## src/rtl/instr_fetch.sv

```systemverilog
// instr_fetch: program counter, memory read issue and 2-entry prefetch queue
module instr_fetch #(
    parameter int DATA_WIDTH        = 8,
    parameter int ADDR_WIDTH        = 12,
    parameter int INSTRUCTION_WIDTH = 16
) (
    input  logic                         clk,
    input  logic                         reset,
    output logic [ADDR_WIDTH-1:0]        MEM_ADDR,
    output logic                         MEM_RD,
    input  logic [INSTRUCTION_WIDTH-1:0] MEM_DATA_IN,
    input  logic                         JUMP_EN,
    input  logic [ADDR_WIDTH-1:0]        JUMP_ADDR,
    output logic [DATA_WIDTH-1:0]        INSTR_OUT,
    output logic [DATA_WIDTH-1:0]        ARG_OUT,
    output logic [ADDR_WIDTH-1:0]        PC_OUT,
    output logic                         INSTR_VALID,
    input  logic                         INSTR_ACK
);

    typedef enum logic {BOOT, RUN} state_t;

    typedef struct packed {
        logic [DATA_WIDTH-1:0] op;
        logic [DATA_WIDTH-1:0] arg;
        logic [ADDR_WIDTH-1:0] pc;
    } entry_t;

    state_t                state_q, state_d;
    logic                  armed_q, armed_d;
    logic [ADDR_WIDTH-1:0] fpc_q, fpc_d;
    logic [1:0]            cnt_q, cnt_d;
    logic                  inflight_q, inflight_d;
    logic [ADDR_WIDTH-1:0] rd_addr_q, rd_addr_d;
    entry_t                q0_q, q0_d;
    entry_t                q1_q, q1_d;

    logic                  pop;
    logic                  cap;
    logic                  issue;
    logic [2:0]            occ;
    logic [1:0]            tail;
    entry_t                new_e;

    // Head of the queue always lives in q0; it keeps its value when the queue drains
    assign INSTR_VALID = cnt_q != 2'd0;
    assign INSTR_OUT   = q0_q.op;
    assign ARG_OUT     = q0_q.arg;
    assign PC_OUT      = q0_q.pc;
    assign MEM_ADDR    = fpc_q;
    assign MEM_RD      = issue;

    // Next-state: BOOT idles one full cycle after reset release, jumps flush and redirect
    always_comb begin
        state_d    = state_q;
        armed_d    = 1'b1;
        pop        = INSTR_VALID & INSTR_ACK & ~JUMP_EN;
        cap        = inflight_q & ~JUMP_EN;
        occ        = {1'b0, cnt_q} + {2'b0, inflight_q} - {2'b0, pop};
        issue      = (state_q == RUN) & ~JUMP_EN & (occ < 3'd2);
        tail       = cnt_q - {1'b0, pop};
        new_e.op   = MEM_DATA_IN[2*DATA_WIDTH-1:DATA_WIDTH];
        new_e.arg  = MEM_DATA_IN[DATA_WIDTH-1:0];
        new_e.pc   = rd_addr_q;
        q0_d       = (pop && cnt_q == 2'd2) ? q1_q : q0_q;
        q1_d       = q1_q;
        if (cap && tail == 2'd0)
            q0_d = new_e;
        if (cap && tail != 2'd0)
            q1_d = new_e;
        cnt_d      = JUMP_EN ? 2'd0 : cnt_q - {1'b0, pop} + {1'b0, cap};
        inflight_d = issue;
        rd_addr_d  = fpc_q;
        fpc_d      = JUMP_EN ? JUMP_ADDR : fpc_q + ADDR_WIDTH'(issue);
        if (state_q == BOOT && armed_q)
            state_d = RUN;
    end

    // State registers; reset drops queue contents and any read still in flight
    always_ff @(posedge clk) begin
        if (!reset) begin
            state_q    <= BOOT;
            armed_q    <= 1'b0;
            fpc_q      <= '0;
            cnt_q      <= 2'd0;
            inflight_q <= 1'b0;
            rd_addr_q  <= '0;
            q0_q       <= '0;
            q1_q       <= '0;
        end else begin
            state_q    <= state_d;
            armed_q    <= armed_d;
            fpc_q      <= fpc_d;
            cnt_q      <= cnt_d;
            inflight_q <= inflight_d;
            rd_addr_q  <= rd_addr_d;
            q0_q       <= q0_d;
            q1_q       <= q1_d;
        end
    end

endmodule
```

## config.mk

```make
export PLATFORM = sky130hd
export DESIGN_NAME = instr_fetch
export DESIGN_NICKNAME = d
export VERILOG_FILES = /design/src/rtl/instr_fetch.sv
export SDC_FILE = /design/constraint.sdc
export NUM_CORES = 1
export LEC_CHECK = 0
export CELL_PAD_IN_SITES_DETAIL_PLACEMENT = 0
export CELL_PAD_IN_SITES_GLOBAL_PLACEMENT = 1
export CORE_ASPECT_RATIO = 1.2
export CORE_UTILIZATION = 39
export DETAILED_ROUTE_END_ITERATION = 10
export PLACE_DENSITY_LB_ADDON = 0.1
export SYNTH_ARGS = -nofsm -noshare
export SYNTH_HDL_FRONTEND = slang
export SYNTH_SLANG_ARGS = --single-unit
```

## constraint.sdc

```tcl
create_clock -name clk -period 5.4 [get_ports clk]
set_input_delay 1.08 -clock clk [delete_from_list [all_inputs] [get_ports clk]]
set_output_delay 1.08 -clock clk [all_outputs]
set_load 0.05 [all_outputs]
```

==> After elaboration in Yosys (flattened, before gate mapping) <==
Index checks and enable logic that the tools add are counted.
{ "classes": {"reduce_logical": 9, "n_lt_le_gt_ge": 1, "mux": 4, "n_bitwise": 8, "n_eq_ne": 1, "addsub": 5} }
{ "op_table": {"columns": ["operator", "count"], "rows": [
  ["$mux 28", 2],
  ["$add 12x1->12", 1],
  ["$mux 12", 1],
  ["$reduce_bool 2->1", 3],
  ["$and 1x1->1", 5],
  ["$logic_and 1x1->1", 4],
  ["$add 2x1->3", 1],
  ["$lt 3x2->1 const B", 1],
  ["$not 1->1", 3],
  ["$sub 3x1->3", 1],
  ["$add 2x1->2", 1],
  ["$eq 2x2->1 const B", 1],
  ["$logic_not 2->1", 1],
  ["$reduce_or 2->1", 1],
  ["$sub 2x1->2", 1],
  ["$mux 1", 1]
]} }
{ "totals": {"ff_bits": 85, "word_cells": 40, "out_inout_bits": 42} }

==> Depth between registers and ports, before layout <==
Gate-level depths: netlist of run 1.
{ "logic_depth": {"ltp_word": 8, "ltp_mapped": 14, "ltp_nobuf": 12} }

==> Worst setup path before layout of run 1 <==
OpenSTA, ideal clock, no wires.
{ "synth_timing": {"path_type": "input to register", "startpoint": "input JUMP_EN", "endpoint": "register fpc_q[10], in the netlist MEM_ADDR[10]", "setup_ps": 74, "arrival_ps": 5151, "required_ps": 5326, "stages": 14, "slack_ps": 175, "path_cell_list": "buf_4 > inv_1 > buf_6 > and3_1 > ha_1 > nand2b_1 > fa_1 > xor2_1 > nor3_1 > ha_1 > ha_1 > nand3_2 > or4_1 > a31oi_1"} }
{ "synth_between": {"elab_chain_cells": 7, "word_cells_on_any_way": 8, "cone_classes": "add/sub: 2; order compare: 1; mux: 1; bitwise: 4"} }
{ "synth_lines": {"columns": ["item", "line", "source"], "rows": [
  ["start: declaration", "12", "input logic JUMP_EN,"],
  ["$not 1->1 (*)", "57, 60", null],
  ["$and 1x1->1", "57", "pop = INSTR_VALID & INSTR_ACK & ~JUMP_EN;"],
  ["$sub 3x1->3", "59", "occ = {1'b0, cnt_q} + {2'b0, inflight_q} - {2'b0, pop};"],
  ["$lt 3x2->1", "60", "issue = (state_q == RUN) & ~JUMP_EN & (occ < 3'd2);"],
  ["$and 1x1->1 (*)", "60", null],
  ["net MEM_RD", "10", "output logic MEM_RD,"],
  ["$add 12x1->12 (*)", "74", "fpc_d = JUMP_EN ? JUMP_ADDR : fpc_q + ADDR_WIDTH'(issue);"],
  ["$mux 12 (*)", "74", null],
  ["end signal: assignment", "93", "fpc_q <= fpc_d;"],
  ["end: declaration", "31", "logic [ADDR_WIDTH-1:0] fpc_q, fpc_d;"]
]} }
The timed path passes the listed nets; every way through them passes the cells marked *.
A chain may end at the register's enable or synchronous reset.

==> Worst setup path in the final report of run 1 <==
{ "layout_timing": {"startpoint": "input JUMP_EN", "endpoint": "output MEM_RD"} }
{ "layout_between": {"elab_chain_cells": 5, "word_cells_on_any_way": 6, "cone_classes": "add/sub: 1; order compare: 1; bitwise: 4"} }
{ "layout_lines": {"columns": ["item", "line"], "rows": [
  ["$not 1->1 (*)", "57, 60"],
  ["$and 1x1->1", "57"],
  ["$sub 3x1->3", "59"],
  ["$lt 3x2->1", "60"],
  ["$and 1x1->1 (*)", "60"],
  ["end: declaration", "10"]
]} }
Mark *: on every way between the ends. The rest lies on a longest branch, timed or not.

==> flow_metrics.env, run 1 <==
export IMPL_status="completed"
export IMPL_synth_seq_cells=85
export IMPL_grt_pass1_vias=2718
export IMPL_vias=2810
export IMPL_max_freq_mhz=209.6
export IMPL_rsz0062_at_grt="false"
export IMPL_overflow=0
export IMPL_drv_slew=0
export IMPL_peakVddDrop_mv=0.1440
export IMPL_ff2ff_setup_slack_ps=1600
export IMPL_cts_hold_buf=0
export IMPL_fin_ws_ps=629.9
export IMPL_finalSetupViolCount=0
export IMPL_crit_start="JUMP_EN"
export IMPL_post_cts_buffers=0
export IMPL_routabilityCongestion=0.7924
export IMPL_pwr_density_cell_nw_per_um2=283.7
export IMPL_portBuffers=73
export IMPL_cts_tree="yes"
export IMPL_die_h_um=107.9
export IMPL_fp_dieW_um=90.22
export IMPL_synthToLayoutAreaGrowth_pct=27.31
export IMPL_dp_hpwl_um=4924
export IMPL_viasPerCell=5.036
export IMPL_die_area_um2=9731
export IMPL_yosys_area_top_type_share_pct=46.72
export IMPL_wire_per_inst_um=14.63
export IMPL_reg2reg_depth=12
export IMPL_cts_max_path_buffers=2
export IMPL_syn_area_per_cell_um2=9.791
export IMPL_antenna_found_initial=0
export IMPL_post_place_ws_ps=426.2
export IMPL_synth_warnings=0
export IMPL_synthFlopType="dfxtp_1"
export IMPL_synth_edf_count=0
export IMPL_core_area_um2=9034
export IMPL_synth_area_leaders="dfxtp_1, mux2i_1, o31ai_1"
export IMPL_finalWirelength_um=8166
export IMPL_cts_inserted_buffers=9
export IMPL_grt_usage_pct=17.56
export IMPL_crit_arrival_ps=3690
export IMPL_relSlewSlack_pct=25.03
export IMPL_drtIter0Drc=106
export IMPL_fin_worst_skew_ps=14.28
export IMPL_required_ps=4320
export IMPL_r2r_end="MEM_ADDR[10]"
export IMPL_cp_start_kind="input pin"
export IMPL_yosys_area_top_type="dfxtp_1"
export IMPL_num_fill_cells=841
export IMPL_grt_pass1_wl_um=13400
export IMPL_netlist_instances=372
export IMPL_power_leakage_uw=0.001571
export IMPL_drive_above_1_share_pct=6.849
export IMPL_h_tree_depth=3
export IMPL_antenna_left=0
export IMPL_fin_hold_ws_ps=432.1
export IMPL_syn_area_um2=3642
export IMPL_cp_max_fo=18
export IMPL_hold_class="flip-flop to flip-flop"
export IMPL_synthDistinctLibCells=37
export IMPL_clock_sinks=85
export IMPL_worstReg2RegStart="cnt_q[1]"
export IMPL_async_reset_ff_share_pct=0
export IMPL_drt_pre_antenna_iters=4
export IMPL_diodes=0
export IMPL_drv_cap=0
export IMPL_synth_nets=410
export IMPL_start_util_pct=40.32
export IMPL_worst_slew_pin_slew_ps=1125
export IMPL_pin_count=74
export IMPL_finalHoldViolCount=0
export IMPL_grt_max_degree=114
export IMPL_clk_latency_ps=360
export IMPL_drc=0
export IMPL_fin_tns_setup_ps=0
export IMPL_ys_seq_area_share_pct=46.72
export IMPL_num_rows=38
export IMPL_worstSetupEndpoint="MEM_RD"
export IMPL_final_period_utilization_pct=88.33
export IMPL_cts_resized=0
export IMPL_cts_clk_slew_worst_paths_ps=70
export IMPL_cts_root_buf="clkbuf_8"
export IMPL_endpoint_kind="output pin"
export IMPL_crit_type="input pin to output pin"
export IMPL_fin_crit_ps=4770
export IMPL_fin_nets=471
## critical path, stage by stage
cell and delay (ps):
clkdlybuf4s50_1 420, inv_1 380, and3_1 270, ha_1 230, nand2b_1 150, fa_1 370, xor2_1 150, nor3_1 440
buf_12 200
## worst min-delay path by stage
stage	slack (ps)	end	startpoint	cells after the start
2_1_floorplan	410	state_q	armed_q	1
3_3_place_gp	410	state_q	armed_q	1
3_5_place_dp	420	state_q	armed_q	1
4_1_cts	440	state_q	armed_q	1
5_1_grt	460	state_q	armed_q	1
6_report	430	state_q	armed_q	1
## cell usage after synthesis (3+ instances only)
library cell,count
inv_1,6
xnor2_1,4
buf_2,3
buf_4,3
clkbuf_1,14
a31oi_1,6
or4_1,4
buf_6,6
and2_1,13
nand2_1,60
a21oi_1,30
mux2i_1,58
dfxtp_1,85
ha_1,5
nand3_1,3
o21ai_0,11
o31ai_1,32
xor2_1,3
## power breakdown
group          internal [µW]  leakage, µW  switching (µW)
logic                   62.6     0.000765            88.1
registers                644     0.000691            16.3
clock network            275     0.000114             229
## routing by layer
layer	part of all wire (%)	vias to the layer above	GRT usage [%]	routed length (µm)
met1	49	1307	22.74	4023
met3	3.5	9	3.955	283
met4	1.5	0	6.567	120
met5	0	-	0	0
li1	-	1440	-	-
met2	46	54	28.57	3738
## cell usage in the layout (no fill, tap or decap), types with 2 or more instances in the layout
| cell | count |
|---|---|
| nand2_1 | 60 |
| clkbuf_8 | 10 |
| o31ai_1 | 32 |
| inv_1 | 6 |
| xor2_1 | 2 |
| and3_1 | 2 |
| o21ai_0 | 11 |
| buf_4 | 5 |
| or4_1 | 4 |
| mux2i_1 | 58 |
| bufinv_16 | 2 |
| a21oi_1 | 30 |
| nor3_1 | 2 |
| a31oi_1 | 6 |
| or3_1 | 2 |
| nand2b_1 | 2 |
| xnor2_1 | 4 |
| dfxtp_1 | 85 |
| o21a_1 | 2 |
| nor2b_1 | 2 |
| nand3_2 | 2 |
| clkdlybuf4s50_1 | 71 |
| ha_1 | 5 |
| nand3_1 | 3 |
| and2_1 | 13 |
## layout make-up
cell class | count | area, µm² | area share (%)
multi-input cells | 254 | 1770 | 38.18
flip-flops and latches | 85 | 1702 | 36.70
repair buffers | 77 | 768.2 | 16.57
well taps | 120 | 150.1 | 3.238
clock buffers | 11 | 141.4 | 3.049
clock inverters | 5 | 82.58 | 1.781
inverters | 6 | 22.52 | 0.4857
## stage by stage
stage	utilization [%]	cell area [µm²]	total power, µW	instances
after floorplan	-	3642	763.7	372
after global placement	48.85	4413	825.7	542
after detailed placement	48.85	4413	826.9	542
after CTS	51.33	4637	1330	558
after global routing	51.33	4637	1370	558
final	51.33	4637	1316	558
## kinds of logic after synthesis
group	Yosys count	share of synthesized area (%)
multiplexers	58	15.94
buffers and inverters	33	5.187
AND/OR/NAND/NOR	100	14.05
flip-flops	85	46.72
XOR/XNOR	7	1.683
adder cells (fa/ha/maj)	6	2.267
AO/OA/AOI/OAI	83	14.15
## registers in the layout, summed over array words and instances (netlist names)
register    flops
ARG_OUT         8
INSTR_OUT       8
MEM_ADDR       12
PC_OUT         12
armed_q         1
cnt_q           2
inflight_q      1
q1_q           28
rd_addr_q      12
state_q         1
(Power assumes the default switching activity.)
==> run 2: changes to the inputs <==
--- a/config.mk
+++ b/config.mk
@@ -5,6 +5,7 @@
 export SDC_FILE = /design/constraint.sdc
 export NUM_CORES = 1
 export LEC_CHECK = 0
+export CAP_MARGIN = 10
 export CELL_PAD_IN_SITES_DETAIL_PLACEMENT = 0
 export CELL_PAD_IN_SITES_GLOBAL_PLACEMENT = 1
 export CORE_ASPECT_RATIO = 1.2
==> results of run 2 <==
No change in the layout: final DEF, timing and power equal those of run 1.
==> run 3: changes to the inputs <==
--- a/config.mk
+++ b/config.mk
@@ -5,11 +5,13 @@
 export SDC_FILE = /design/constraint.sdc
 export NUM_CORES = 1
 export LEC_CHECK = 0
+export ABC_CLOCK_PERIOD_IN_PS = 5400
 export CAP_MARGIN = 10
 export CELL_PAD_IN_SITES_DETAIL_PLACEMENT = 0
 export CELL_PAD_IN_SITES_GLOBAL_PLACEMENT = 1
 export CORE_ASPECT_RATIO = 1.2
 export CORE_UTILIZATION = 39
+export CTS_CLUSTER_SIZE = 8
 export DETAILED_ROUTE_END_ITERATION = 10
 export PLACE_DENSITY_LB_ADDON = 0.1
 export SYNTH_ARGS = -nofsm -noshare
==> results of run 3 <==
No change in the layout: final DEF, timing and power equal those of run 1.
